==> src/rtl/mul_unit.sv <==
// rtl/mul_unit.sv - iterative radix-2 shift-add 64-bit multiplier (MUL/UMULH/SMULH) feeding the register file write port
// Optional feature macro: SIGNED_MUL_EN (SMULH magnitude/negate path; when undefined Op=10 executes as UMULH)
module mul_unit #(
    parameter int BITSIZE = 64,
    parameter int REGSIZE = 32,
    localparam int IDXW   = $clog2(REGSIZE),
    localparam int CNTW   = $clog2(BITSIZE)
) (
    input  logic                clk,
    input  logic                rst,
    input  logic                start,
    input  logic [1:0]          Op,
    input  logic [BITSIZE-1:0]  OperandA,
    input  logic [BITSIZE-1:0]  OperandB,
    input  logic [IDXW-1:0]     DestSelect,
    output logic                busy,
    output logic                done,
    output logic [BITSIZE-1:0]  Result,
    output logic [IDXW-1:0]     ResultSelect,
    output logic                WriteEnable
);

    typedef enum logic [1:0] {
        IDLE = 2'b00,
        RUN  = 2'b01,
        FIX  = 2'b10,
        DONE = 2'b11
    } state_t;

    localparam logic [1:0]           OP_UMULH = 2'b01;
    localparam logic [1:0]           OP_SMULH = 2'b10;
    localparam logic [IDXW-1:0]      ZERO_REG = IDXW'(REGSIZE - 1);
    localparam logic [CNTW-1:0]      LAST_CNT = CNTW'(BITSIZE - 1);

    state_t                 state_q;
    logic [1:0]             op_q;
    logic [IDXW-1:0]        dest_q;
    logic [BITSIZE-1:0]     mcand_q;
    logic [2*BITSIZE-1:0]   acc_q;
    logic [CNTW-1:0]        cnt_q;
    logic                   busy_q;
    logic                   done_q;
    logic                   we_q;
    logic [BITSIZE-1:0]     result_q;
    logic [IDXW-1:0]        ressel_q;

    logic                   accept;
    logic [BITSIZE-1:0]     mcand_d;
    logic [BITSIZE-1:0]     mplier_d;
    logic [BITSIZE:0]       sum;
    logic [2*BITSIZE-1:0]   acc_step;
    logic [2*BITSIZE-1:0]   acc_fixed;
    logic                   sel_high;
    logic [BITSIZE-1:0]     result_d;

    assign accept = start && ((state_q == IDLE) || (state_q == DONE));

`ifdef SIGNED_MUL_EN
    localparam logic [BITSIZE-1:0]   ONE_B   = BITSIZE'(1);
    localparam logic [2*BITSIZE-1:0] ONE_ACC = (2*BITSIZE)'(1);

    logic                   neg_q;
    logic                   neg_d;
    logic                   is_smulh;

    // Magnitudes are held unsigned, so 0x8000..0 maps onto 2^(BITSIZE-1) without overflow.
    assign is_smulh  = (Op == OP_SMULH);
    assign mcand_d   = (is_smulh && OperandA[BITSIZE-1]) ? (~OperandA + ONE_B) : OperandA;
    assign mplier_d  = (is_smulh && OperandB[BITSIZE-1]) ? (~OperandB + ONE_B) : OperandB;
    assign neg_d     = is_smulh && (OperandA[BITSIZE-1] ^ OperandB[BITSIZE-1]);
    assign acc_fixed = neg_q ? (~acc_q + ONE_ACC) : acc_q;
`else
    assign mcand_d   = OperandA;
    assign mplier_d  = OperandB;
    assign acc_fixed = acc_q;
`endif

    // Multiplier lives in the low half and is consumed one bit per shift.
    assign sum      = {1'b0, acc_q[2*BITSIZE-1:BITSIZE]} + (acc_q[0] ? {1'b0, mcand_q} : '0);
    assign acc_step = {sum, acc_q[BITSIZE-1:1]};

    assign sel_high = (op_q == OP_UMULH) || (op_q == OP_SMULH);
    assign result_d = sel_high ? acc_fixed[2*BITSIZE-1:BITSIZE] : acc_fixed[BITSIZE-1:0];

    always_ff @(posedge clk) begin
        if (!rst) begin
            state_q  <= IDLE;
            op_q     <= '0;
            dest_q   <= '0;
            mcand_q  <= '0;
            acc_q    <= '0;
            cnt_q    <= '0;
            busy_q   <= 1'b0;
            done_q   <= 1'b0;
            we_q     <= 1'b0;
            result_q <= '0;
            ressel_q <= '0;
`ifdef SIGNED_MUL_EN
            neg_q    <= 1'b0;
`endif
        end else begin
            done_q <= 1'b0;
            we_q   <= 1'b0;
            case (state_q)
                IDLE, DONE: begin
                    if (accept) begin
                        op_q    <= Op;
                        dest_q  <= DestSelect;
                        mcand_q <= mcand_d;
                        acc_q   <= {{BITSIZE{1'b0}}, mplier_d};
                        cnt_q   <= '0;
                        busy_q  <= 1'b1;
                        state_q <= RUN;
`ifdef SIGNED_MUL_EN
                        neg_q   <= neg_d;
`endif
                    end else begin
                        state_q <= IDLE;
                    end
                end
                RUN: begin
                    acc_q <= acc_step;
                    cnt_q <= cnt_q + CNTW'(1);
                    if (cnt_q == LAST_CNT) begin
                        state_q <= FIX;
                    end
                end
                FIX: begin
                    // Outputs are registered here so they are valid for the whole DONE cycle.
                    acc_q    <= acc_fixed;
                    result_q <= result_d;
                    ressel_q <= dest_q;
                    done_q   <= 1'b1;
                    we_q     <= (dest_q != ZERO_REG);
                    busy_q   <= 1'b0;
                    state_q  <= DONE;
                end
                default: begin
                    state_q <= IDLE;
                end
            endcase
        end
    end

    assign busy         = busy_q;
    assign done         = done_q;
    assign WriteEnable  = we_q;
    assign Result       = result_q;
    assign ResultSelect = ressel_q;

endmodule
==> config.mk <==
export PLATFORM = sky130hd
export DESIGN_NAME = mul_unit
export DESIGN_NICKNAME = d
export VERILOG_FILES = /design/src/rtl/mul_unit.sv
export SDC_FILE = /design/constraint.sdc
export NUM_CORES = 1
export LEC_CHECK = 0
export ABC_AREA = 0
export BUFFER_PORTS_ARGS = -buffer_cell sky130_fd_sc_hd__buf_2
export CORE_ASPECT_RATIO = 1.75
export CORE_MARGIN = 8
export CORE_UTILIZATION = 57
export CTS_BUF_LIST = sky130_fd_sc_hd__clkbuf_2 sky130_fd_sc_hd__clkbuf_4 sky130_fd_sc_hd__clkbuf_8
export CTS_CLUSTER_DIAMETER = 150
export DETAILED_ROUTE_END_ITERATION = 10
export PLACE_DENSITY = 0.79
export REMOVE_ABC_BUFFERS = 1
export SLEW_MARGIN = 25
export SYNTH_ARGS = -nofsm -noshare
export SYNTH_HDL_FRONTEND = slang
export SYNTH_SLANG_ARGS = --single-unit
==> constraint.sdc <==
create_clock -name clk -period 4.15 [get_ports clk]
set_input_delay 0.2075 -clock clk [delete_from_list [all_inputs] [get_ports clk]]
set_output_delay 0.2075 -clock clk [all_outputs]
set_load 0.05 [all_outputs]
==> results of run 1 <==
[layer usage]
metal  vias to the layer above  global-route usage (%)
li1                       6819                       -
met1                      6746                   26.88
met2                       411                   53.69
met3                       149                   4.063
met4                         0                   16.16
met5                         -                       0
[layout make-up]
| type | count | area, um^2 | share of cell area, % |
|---|---|---|---|
| tap | 324 | 405.4 | 2.174 |
| timing repair buffer | 350 | 2457 | 13.18 |
| sequential | 279 | 5585 | 29.95 |
| clock inverter | 10 | 210.2 | 1.127 |
| inverter | 17 | 63.81 | 0.3422 |
| clock buffer | 50 | 669.4 | 3.590 |
| multi-input combinational | 1359 | 9250 | 49.61 |
| antenna | 2 | 5.005 | 0.02684 |
[placed cells by master, fill, tap and decap left out, types with 21 or more instances in the layout]
cell type / count
nand3_1: 22
mux2i_1: 135
ha_1: 65
xnor2_1: 38
clkbuf_8: 47
nor2_1: 39
o21ai_0: 63
buf_2: 208
and2_1: 78
dlygate4sd3_1: 122
nor2b_1: 37
nand2_1: 374
xor2_1: 21
o211a_1: 130
a22oi_1: 25
a21boi_0: 74
dfxtp_1: 279
a21oi_1: 70
a21o_1: 42
[per-stage QoR]
step,util [%],hold slack [ps],TNS (ps)
2_1_floorplan,-,329.2,-513230
3_3_place_gp,62.36,447.6,0
3_5_place_dp,62.36,454.0,0
4_1_cts,70.29,1.475,0
5_1_grt,70.39,39.23,0
6_report,70.39,28.17,0
[power by group through the flow]
stage	Sequential, uW	Clock, uW	Combinational [uW]
floorplan	4680	0	2550
global placement	3900	0	4310
detailed placement	3940	0	4400
CTS	3890	2530	4510
global route	3990	2640	4880
finish	3910	2490	4540
[sequential cells by signal (all words and copies together) (netlist names)]
register      cells
Result           64
ResultSelect      5
WriteEnable       1
acc_fixed       128
busy              1
cnt_q             6
dest_q            5
done              1
mcand_q          64
op_q              2
state_q           2
[worst register-to-register path: stages (launching register included)]
cell and delay, ps:
dfxtp_1 470, and2_1 170, ha_1 150, inv_1 50
fa_1 400, nor2b_1 190, o2111ai_1 170, a21oi_2 270
o21ai_1 190, o31ai_2 350, a211oi_2 180, o21ai_1 350
a21oi_2 140, a21oi_1 240, o21ai_0 110, a32o_1 270
[path summary, 6_finish.rpt]
path                            cells past startpoint                      start                           to
worst min-delay path                                4               OperandB[15]   acc_fixed[15]$_SDFFE_PN0P_
worst max-delay path                               15  acc_fixed[0]$_SDFFE_PN0P_  acc_fixed[123]$_SDFFE_PN0P_
worst min register to register                      2   mcand_q[42]$_SDFFE_PN0P_     mcand_q[42]$_SDFFE_PN0P_
worst max register to register                     15  acc_fixed[0]$_SDFFE_PN0P_  acc_fixed[123]$_SDFFE_PN0P_
[cells by family after synthesis]
group | after synthesis | share of synthesized area [%]
simple gates | 605 | 17.74
compound gates | 491 | 24.35
flops | 279 | 36.50
buf+inv | 144 | 3.532
mux | 135 | 8.831
fa+ha+maj | 68 | 5.609
xor+xnor | 60 | 3.434
[what timing repair did]
item,4_1_cts,5_1_grt
endpoints found under the hold margin,122,0
resized for setup,0,6
setup endpoints to repair,0,6
hold buffers,122,0
==> metrics.md, run 1 <==
| Metric | Value |
|---|---|
| Post-DR wirelength/cell | `between 15 and 20 um` |
| Vias in the first global route | `about 15000` |
| Largest net degree at the start of global routing | `approximately 170` |
| Final Hold Fails | `0` |
| Pre-Repair DR Iteration Count | `5` |
| Max VDD drop | `0.6251 mV` |
| Status | `completed` |
| CTS Buffer Depth | `3` |
| Hpwl dp | `roughly 31000 um` |
| Dpl cell area | `about 0.017 mm^2` |
| Worst setup SP type | `flop` |
| Combinational Power Share | `approximately two fifths` |
| Die boundary height | `approximately 230 um` |
| Yosys Warn Count | `0` |
| Top-count cell post-synth | `nand2_1` |
| Final worst-path cycle share | `between 90 and 100%` |
| Flops & latches, synth | `279` |
| Worst-path clk slew | `~60 ps` |
| Met1 wire length | `between 15000 and 20000 um` |
| Core area | `~0.026 mm^2` |
| Port buffer count | `about 210` |
| Clock power frac | `a little under a quarter` |
| WP buf/inv | `1` |
| Pre-CTS WS | `146.6 ps` |
| Final setup margin | `a little over 300 ps` |
| Switching pwr | `around 4600 uW` |
| Most instantiated cells after synthesis | `375 x nand2_1, 279 x dfxtp_1, 135 x mux2i_1` |
| Htree depth | `2` |
| Leak pwr | `between 0.008 and 0.009 uW` |
| DR vias/cell | `around 5.9` |
| Worst Path Required | `between 4000 and 5000 ps` |
| Postcts setup bufs | `0` |
| Area share of the largest cell type after synthesis | `36.50%` |
| Fmax | `260.3 MHz` |
| Setup crit end kind | `flop` |
| # rows | `79` |
| GR Overflow Total | `0` |
| Via count | `around 14000` |
| Synth unique cells | `64` |
| Max-slew headroom | `between 40% and 50%` |
| Tot GR Track Use | `between 20% and 30%` |
| Clock insertion delay at the later pin of the skew report | `580 ps` |
| Area grow syn2layout | `21.86%` |
| Met2 wire length | `~25000 um` |
| CTS tree | `built` |
| CTS Buf Count | `between 40 and 50` |
| Metal3 WL | `roughly 1800 um` |
| Dominant synthesized flop cell | `dfxtp_1` |
| Initial antenna violation count | `2` |
| Worst Path Max Fanout | `9` |
| Synth area leader | `dfxtp_1` |
| Sequential fraction of the synthesis area | `36.50%` |
| First-pass GRT wire length | `between 70000 and 80000 um` |
| Asr flop ratio synth | `0%` |
| Synth top area cells | `dfxtp_1 37%, nand2_1 9.2%, mux2i_1 8.8%, o211a_1 8.5%, ha_1 5.5%` |
| Flop2flop setup slack | `just over 300 ps` |
| Crit path max-delay family | `compound AO/OA/AOI/OAI gates` |
| Max Cap Violations | `0` |
| Worst Hold Class | `input pin to flop` |
| Slowest stage delay, CP | `~470 ps` |
| Mapped Area | `about 0.015 mm^2` |
| Placed Instances | `about 2200` |
| Switching share of power | `between 40% and 50%` |
| Max Slew Vio Count | `0` |
| ANT nets after route | `0` |
| Boundary Pins | `210` |
| WP data arrival | `between 4000 and 5000 ps` |
| DRC | `0` |
| Tot Pwr | `10940 uW` |
| Top sig layer | `met4` |
| Die area | `~0.033 mm^2` |
| Routed wire length | `around 46000 um` |
| Fillcell total | `slightly above 2000` |
| Num Clock Sinks | `about 280` |
| GP Congestion | `0.9259` |
| Root buffer cell | `clkbuf_8` |
| CP cell instances | `and2_1, ha_1, inv_1, fa_1, nor2b_1, o2111ai_1, a21oi_2, o21ai_1, o31ai_2, a211oi_2, o21ai_1, a21oi_2, a21oi_1, o21ai_0, a32o_1` |
| Tmin final | `between 3000 and 4000 ps` |
| Layout cell share with drive strength beyond 1 | `14.96%` |
| Final cell area excluding filler cells | `roughly 0.019 mm^2` |
| Setup CP Type | `flop to flop` |
| Share of total power in sequential cells | `a little over a third` |
| Final net count | `2254` |
| Worst Tran Pin Value | `just under 900 ps` |
| Cell Int Power | `about 6400 uW` |
| Layout Cells excl Fill | `around 2400` |
| Unrepaired setup endpoints after global routing | `false` |
| Instance count of the mapped netlist | `between 1500 and 2000` |
| Die X | `139.9 um` |
| Power density cells | `between 500 and 600 mW/mm^2` |
| Syn avg cell area | `roughly 8.6 um^2` |
| Initial detailed-routing violation count | `710` |
| Final setup viols | `0` |
| Skew final | `40.02 ps` |
| Number of synthesized flops with an enable pin | `0` |
| Starting Density | `roughly 58%` |
| Max stage delay cell, worst path | `dfxtp_1` |
(Power assumes the default switching activity.)
==> inputs of run 2 (changes only) <==
--- a/config.mk
+++ b/config.mk
@@ -10,7 +10,7 @@
 export CORE_ASPECT_RATIO = 1.75
 export CORE_MARGIN = 8
 export CORE_UTILIZATION = 57
-export CTS_BUF_LIST = sky130_fd_sc_hd__clkbuf_2 sky130_fd_sc_hd__clkbuf_4 sky130_fd_sc_hd__clkbuf_8
+export CTS_BUF_LIST = sky130_fd_sc_hd__clkbuf_4
 export CTS_CLUSTER_DIAMETER = 150
 export DETAILED_ROUTE_END_ITERATION = 10
 export PLACE_DENSITY = 0.79
==> metrics.md, run 2 (synthesis results as in run 1) <==
| Metric | Value |
|---|---|
| Setup crit end kind | `flop` |
| Area grow syn2layout | `24.76%` |
| CTS tree | `built` |
| Vias in the first global route | `approximately 16000` |
| Worst setup SP type | `flop` |
| Port buffer count | `around 210` |
| # rows | `slightly below 80` |
| Worst Tran Pin Value | `about 880 ps` |
| Power density cells | `between 500 and 600 mW/mm^2` |
| Boundary Pins | `210` |
| Largest net degree at the start of global routing | `between 150 and 200` |
| Worst Path Max Fanout | `9` |
| Tot GR Track Use | `around 29%` |
| WP buf/inv | `1` |
| Hpwl dp | `a little over 30000 um` |
| ANT nets after route | `0` |
| Slowest stage delay, CP | `~500 ps` |
| Core area | `between 0.02 and 0.03 mm^2` |
| Clock insertion delay at the later pin of the skew report | `around 750 ps` |
| First-pass GRT wire length | `77430 um` |
| Die X | `roughly 140 um` |
| CP cell instances | `and2_1, ha_1, inv_1, fa_1, nor2b_1, o2111ai_1, a21oi_2, o21ai_1, o31ai_2, a211oi_2, o21ai_1, a21oi_2, a21oi_1, o21ai_0, a32o_1` |
| Post-DR wirelength/cell | `just under 20 um` |
| Hold WS | `279.2 ps` |
| Status | `completed` |
| Routed wire length | `between 40000 and 50000 um` |
| Cells on Worst Hold Path | `4` |
| Commonest non-fill, non-tap cells in the layout | `374 x nand2_1, 279 x dfxtp_1, 208 x buf_2, 174 x dlygate4sd3_1, 135 x mux2i_1` |
| Final worst-path cycle share | `approximately 95%` |
| DR vias/cell | `roughly 6` |
| Root buffer cell | `clkbuf_4` |
| Pre-CTS WS | `roughly 150 ps` |
| Initial antenna violation count | `2` |
| Commonest non-fill, non-tap cell in the layout | `nand2_1` |
| Leak pwr | `~0.0092 uW` |
| Via count | `around 15000` |
| Max Slew Vio Count | `0` |
| Setup CP Type | `flop to flop` |
| Htree depth | `3` |
| Num Clock Sinks | `between 200 and 300` |
| WP data arrival | `4570 ps` |
| GP Congestion | `0.9259` |
| Die area | `about 0.033 mm^2` |
| Worst Hold Class | `input pin to flop` |
| Worst-path clk slew | `~80 ps` |
| Crit path max-delay family | `compound AO/OA/AOI/OAI gates` |
| Final Hold Fails | `0` |
| Crit path depth | `15` |
| R2R depth | `15` |
| Initial detailed-routing violation count | `843` |
| Die boundary height | `between 200 and 250 um` |
| Final net count | `approximately 2300` |
| Pre-Repair DR Iteration Count | `5` |
| Worst Path Required | `4770 ps` |
| Max Cap Violations | `0` |
| Fmax | `253.4 MHz` |
| DRC | `0` |
| Flop2flop setup slack | `200 ps` |
| GR Overflow Total | `0` |
| Final setup viols | `0` |
| Max stage delay cell, worst path | `dfxtp_1` |
| Max VDD drop | `between 0.6 and 0.7 mV` |
| Max FFs per register | `approximately 130` |
| Starting Density | `a little under 60%` |
| CTS Buffer Depth | `3` |
| Skew final | `30.93 ps` |
| CTS Buf Count | `67` |
| Final setup margin | `between 200 and 250 ps` |
| Tmin final | `3946 ps` |
| Max-slew headroom | `approximately 41%` |
| Layout cell share with drive strength beyond 1 | `16.10%` |
run 2: cell types whose count changed in the layout (fill, tap and decap cells not counted), moves of 2 or more:
cell	previous run	this run
clkbuf_4	3	93
dlygate4sd3_1	122	174
clkbuf_8	47	0
clkinv_1	0	7
bufinv_16	6	2
clkinvlp_4	4	1
inv_2	0	2
run 2: path summary, 6_finish.rpt:
path | startpoint | end
worst min register to register | mcand_q[42]$_SDFFE_PN0P_ | mcand_q[42]$_SDFFE_PN0P_
worst min-delay path | OperandA[43] | mcand_q[43]$_SDFFE_PN0P_
worst max-delay path | acc_fixed[0]$_SDFFE_PN0P_ | acc_fixed[123]$_SDFFE_PN0P_
worst max register to register | acc_fixed[0]$_SDFFE_PN0P_ | acc_fixed[123]$_SDFFE_PN0P_
run 2: metrics by stage:
step,TNS [ps],std cells,total power [uW],instance area [um^2],util [%]
floorplan,-513230,1655,7229,14830,-
global placement,0,2207,8212,16520,62.36
detailed placement,0,2207,8334,16520,62.36
CTS,0,2486,10840,19060,71.95
global route,-20.04,2488,11550,19090,72.07
finish,0,2488,10980,19090,72.07
run 2: layout make-up:
cell class                      count  area, um^2
Antenna cell                        2       5.005
Clock buffer                       93       698.2
Clock inverter                     12       101.3
Fill cell                        1981        7400
Inverter                           17       63.81
Multi-Input combinational cell   1359        9254
Sequential cell                   279        5585
Tap cell                          324       405.4
Timing Repair Buffer              402        2978
run 2: layer usage:
layer / global-route usage [%] / wire length [um] / share of wire (%) / up-vias
li1: - / - / - / 7027
met1: 27.47 / 16910 / 35 / 6989
met4: 21.62 / 2873 / 6.0 / 0
met5: 0 / 0 / 0 / -
met2: 56.06 / 26220 / 54 / 500
met3: 5.602 / 2181 / 4.5 / 208
run 2: repair_timing:
item,CTS,global route
hold buffers,174,0
setup buffers,0,0
hold endpoints to repair,168,0
gates resized for setup,0,7
endpoints found under the setup margin,0,12
run 2: report_power, final:
group	switching (uW)	internal [uW]	leakage (uW)
Combinational	3090	1690	0.00642
Clock	1120	1150	0.000476
Sequential	520	3410	0.00228
Total	4730	6240	0.00918
run 2: worst min-delay path: cells and delay by family:
kind,cells,cell delay (ps)
and+or+nand+nor,1,40
buffers and inverters,2,650
AOI/OAI and AO/OA,1,60
==> inputs of run 3 (changes only) <==
--- a/config.mk
+++ b/config.mk
@@ -13,7 +13,7 @@
 export CTS_BUF_LIST = sky130_fd_sc_hd__clkbuf_4
 export CTS_CLUSTER_DIAMETER = 150
 export DETAILED_ROUTE_END_ITERATION = 10
-export PLACE_DENSITY = 0.79
+export PLACE_DENSITY = 0.78
 export REMOVE_ABC_BUFFERS = 1
 export SLEW_MARGIN = 25
 export SYNTH_ARGS = -nofsm -noshare
==> metrics.md, run 3 (synthesis results as in run 1) <==
| Metric | Value |
|---|---|
| Worst setup SP type | `flop` |
| Htree depth | `3` |
| Num Clock Sinks | `roughly 280` |
| Worst Hold Class | `input pin to flop` |
| Root buffer cell | `clkbuf_4` |
| ANT nets after route | `0` |
| GP Congestion | `~0.95` |
| Fillcell total | `2027` |
| Setup crit end kind | `flop` |
| Worst Path Max Fanout | `7` |
| Fmax | `258.4 MHz` |
| Worst Path Required | `between 4000 and 5000 ps` |
| GR Overflow Total | `0` |
| Postcts setup bufs | `0` |
| Routed wire length | `46930 um` |
| Pre-Repair DR Iteration Count | `5` |
| Max stage delay cell, worst path | `o41ai_2` |
| Final net count | `around 2300` |
| CTS Buf Count | `69` |
| CTS tree | `built` |
| Unrepaired setup endpoints after global routing | `false` |
| DRC | `0` |
| Max Cap Violations | `0` |
| Worst Tran Pin Value | `about 900 ps` |
| Port buffer count | `~210` |
| Commonest non-fill, non-tap cells in the layout | `374 x nand2_1, 279 x dfxtp_1, 208 x buf_2, 182 x dlygate4sd3_1, 135 x mux2i_1` |
| Largest net degree at the start of global routing | `133` |
| Die boundary height | `232.8 um` |
| Max FFs per register | `roughly 130` |
| Setup CP Type | `flop to flop` |
| Slowest stage delay, CP | `around 420 ps` |
| Skew final | `just under 30 ps` |
| Core area | `~0.026 mm^2` |
| Tmin final | `about 3900 ps` |
| Worst-path clk slew | `~90 ps` |
| Die area | `0.03255 mm^2` |
| Leak pwr | `around 0.0093 uW` |
| Commonest non-fill, non-tap cell in the layout | `nand2_1` |
| # rows | `79` |
| Die X | `139.9 um` |
| Hpwl dp | `approximately 31000 um` |
| Power density cells | `570.4 mW/mm^2` |
| DR vias/cell | `roughly 5.8` |
| Final setup viols | `0` |
| First-pass GRT wire length | `about 75000 um` |
| Status | `completed` |
| Layout cell share with drive strength beyond 1 | `16.19%` |
| Max-slew headroom | `between 30% and 40%` |
| Area grow syn2layout | `25.64%` |
| Final Hold Fails | `0` |
| Max VDD drop | `approximately 0.50 mV` |
| Tot GR Track Use | `between 20% and 30%` |
| Via count | `14580` |
| Register area | `0.005585 mm^2` |
| Hold WS | `265.7 ps` |
| Vias in the first global route | `between 15000 and 20000` |
| Max Slew Vio Count | `0` |
| Final worst-path cycle share | `93.26%` |
| Boundary Pins | `210` |
| CTS Buffer Depth | `3` |
| CP cell instances | `buf_4, and2_1, ha_1, inv_1, fa_1, nor2b_1, o2111ai_1, a21oi_2, a22oi_1, o41ai_2, a31oi_1, o22ai_1, a21oi_1, mux2i_1, a22o_1` |
| Initial detailed-routing violation count | `between 700 and 800` |
| Initial antenna violation count | `2` |
| Clock insertion delay at the later pin of the skew report | `approximately 740 ps` |
| WP data arrival | `between 4000 and 5000 ps` |
| Area of the multi-input gates | `just over 0.009 mm^2` |
| Starting Density | `between 50% and 60%` |
| Finished Core Util | `~73%` |
| Post-DR wirelength/cell | `18.67 um` |
## run 3: cell count changes in the layout (fill, tap and decap cells not counted), sizes merged
cell | previous run | this run
buf | 228 | 231
bufinv | 2 | 1
clkbuf | 93 | 92
clkinv | 7 | 21
clkinvlp | 1 | 3
dlygate4sd3 | 174 | 182
## run 3: critical path: cells and delay by family (launching register included)
kind / cells / cell delay (ps)
multiplexers: 1 / 150
buffers and inverters: 2 / 210
flip-flops: 1 / 360
AO/OA/AOI/OAI: 8 / 2120
adder cells (fa/ha/maj): 2 / 590
AND/OR/NAND/NOR: 2 / 330
## run 3: worst paths after layout
check | to | slack [ps] | cells past startpoint | from
max reg2reg | acc_fixed[121]$_SDFFE_PN0P_ | 280 | 15 | acc_fixed[0]$_SDFFE_PN0P_
min | mcand_q[15]$_SDFFE_PN0P_ | 270 | 4 | OperandA[15]
min reg2reg | mcand_q[63]$_SDFFE_PN0P_ | 460 | 2 | mcand_q[63]$_SDFFE_PN0P_
max | acc_fixed[121]$_SDFFE_PN0P_ | 280 | 15 | acc_fixed[0]$_SDFFE_PN0P_
## run 3: layer usage
layer  vias up  wire length (um)  track usage, %
li1       7057                 -               -
met1      6964             16980           26.94
met2       410             25830           55.97
met3       151              1919           4.720
met4         0              2202           17.93
met5         -                 0               0
## run 3: report_power, final
part,total [uW],switching [uW],internal (uW)
clock,2260,1160,1100
sequential,3910,498,3410
combinational,4790,3070,1730
total,11000,4730,6240
## run 3: area by class of cell
type / count / area share, %
clock buffers: 92 / 3.592
inverters: 17 / 0.3319
repair buffers: 413 / 16.07
diodes: 2 / 0.02603
multi-input cells: 1359 / 48.07
well taps: 324 / 2.109
flip-flops and latches: 279 / 29.05
clock inverters: 27 / 0.7549
## run 3: what timing repair did
action | CTS | global route
resized for setup | 0 | 2
setup endpoints to repair | 0 | 7
hold endpoints to repair | 161 | 0
hold buffers | 182 | 0
## run 3: through the flow
step	TNS (ps)	setup WS (ps)	instances	area [um^2]	power [uW]
2_1_floorplan	-513230	-4234	1655	14830	7229
3_3_place_gp	0	308.0	2210	16550	8231
3_5_place_dp	0	132.8	2210	16550	8354
4_1_cts	0	76.66	2511	19210	10920
5_1_grt	0	3.065	2513	19230	11580
6_report	0	279.7	2513	19230	10970
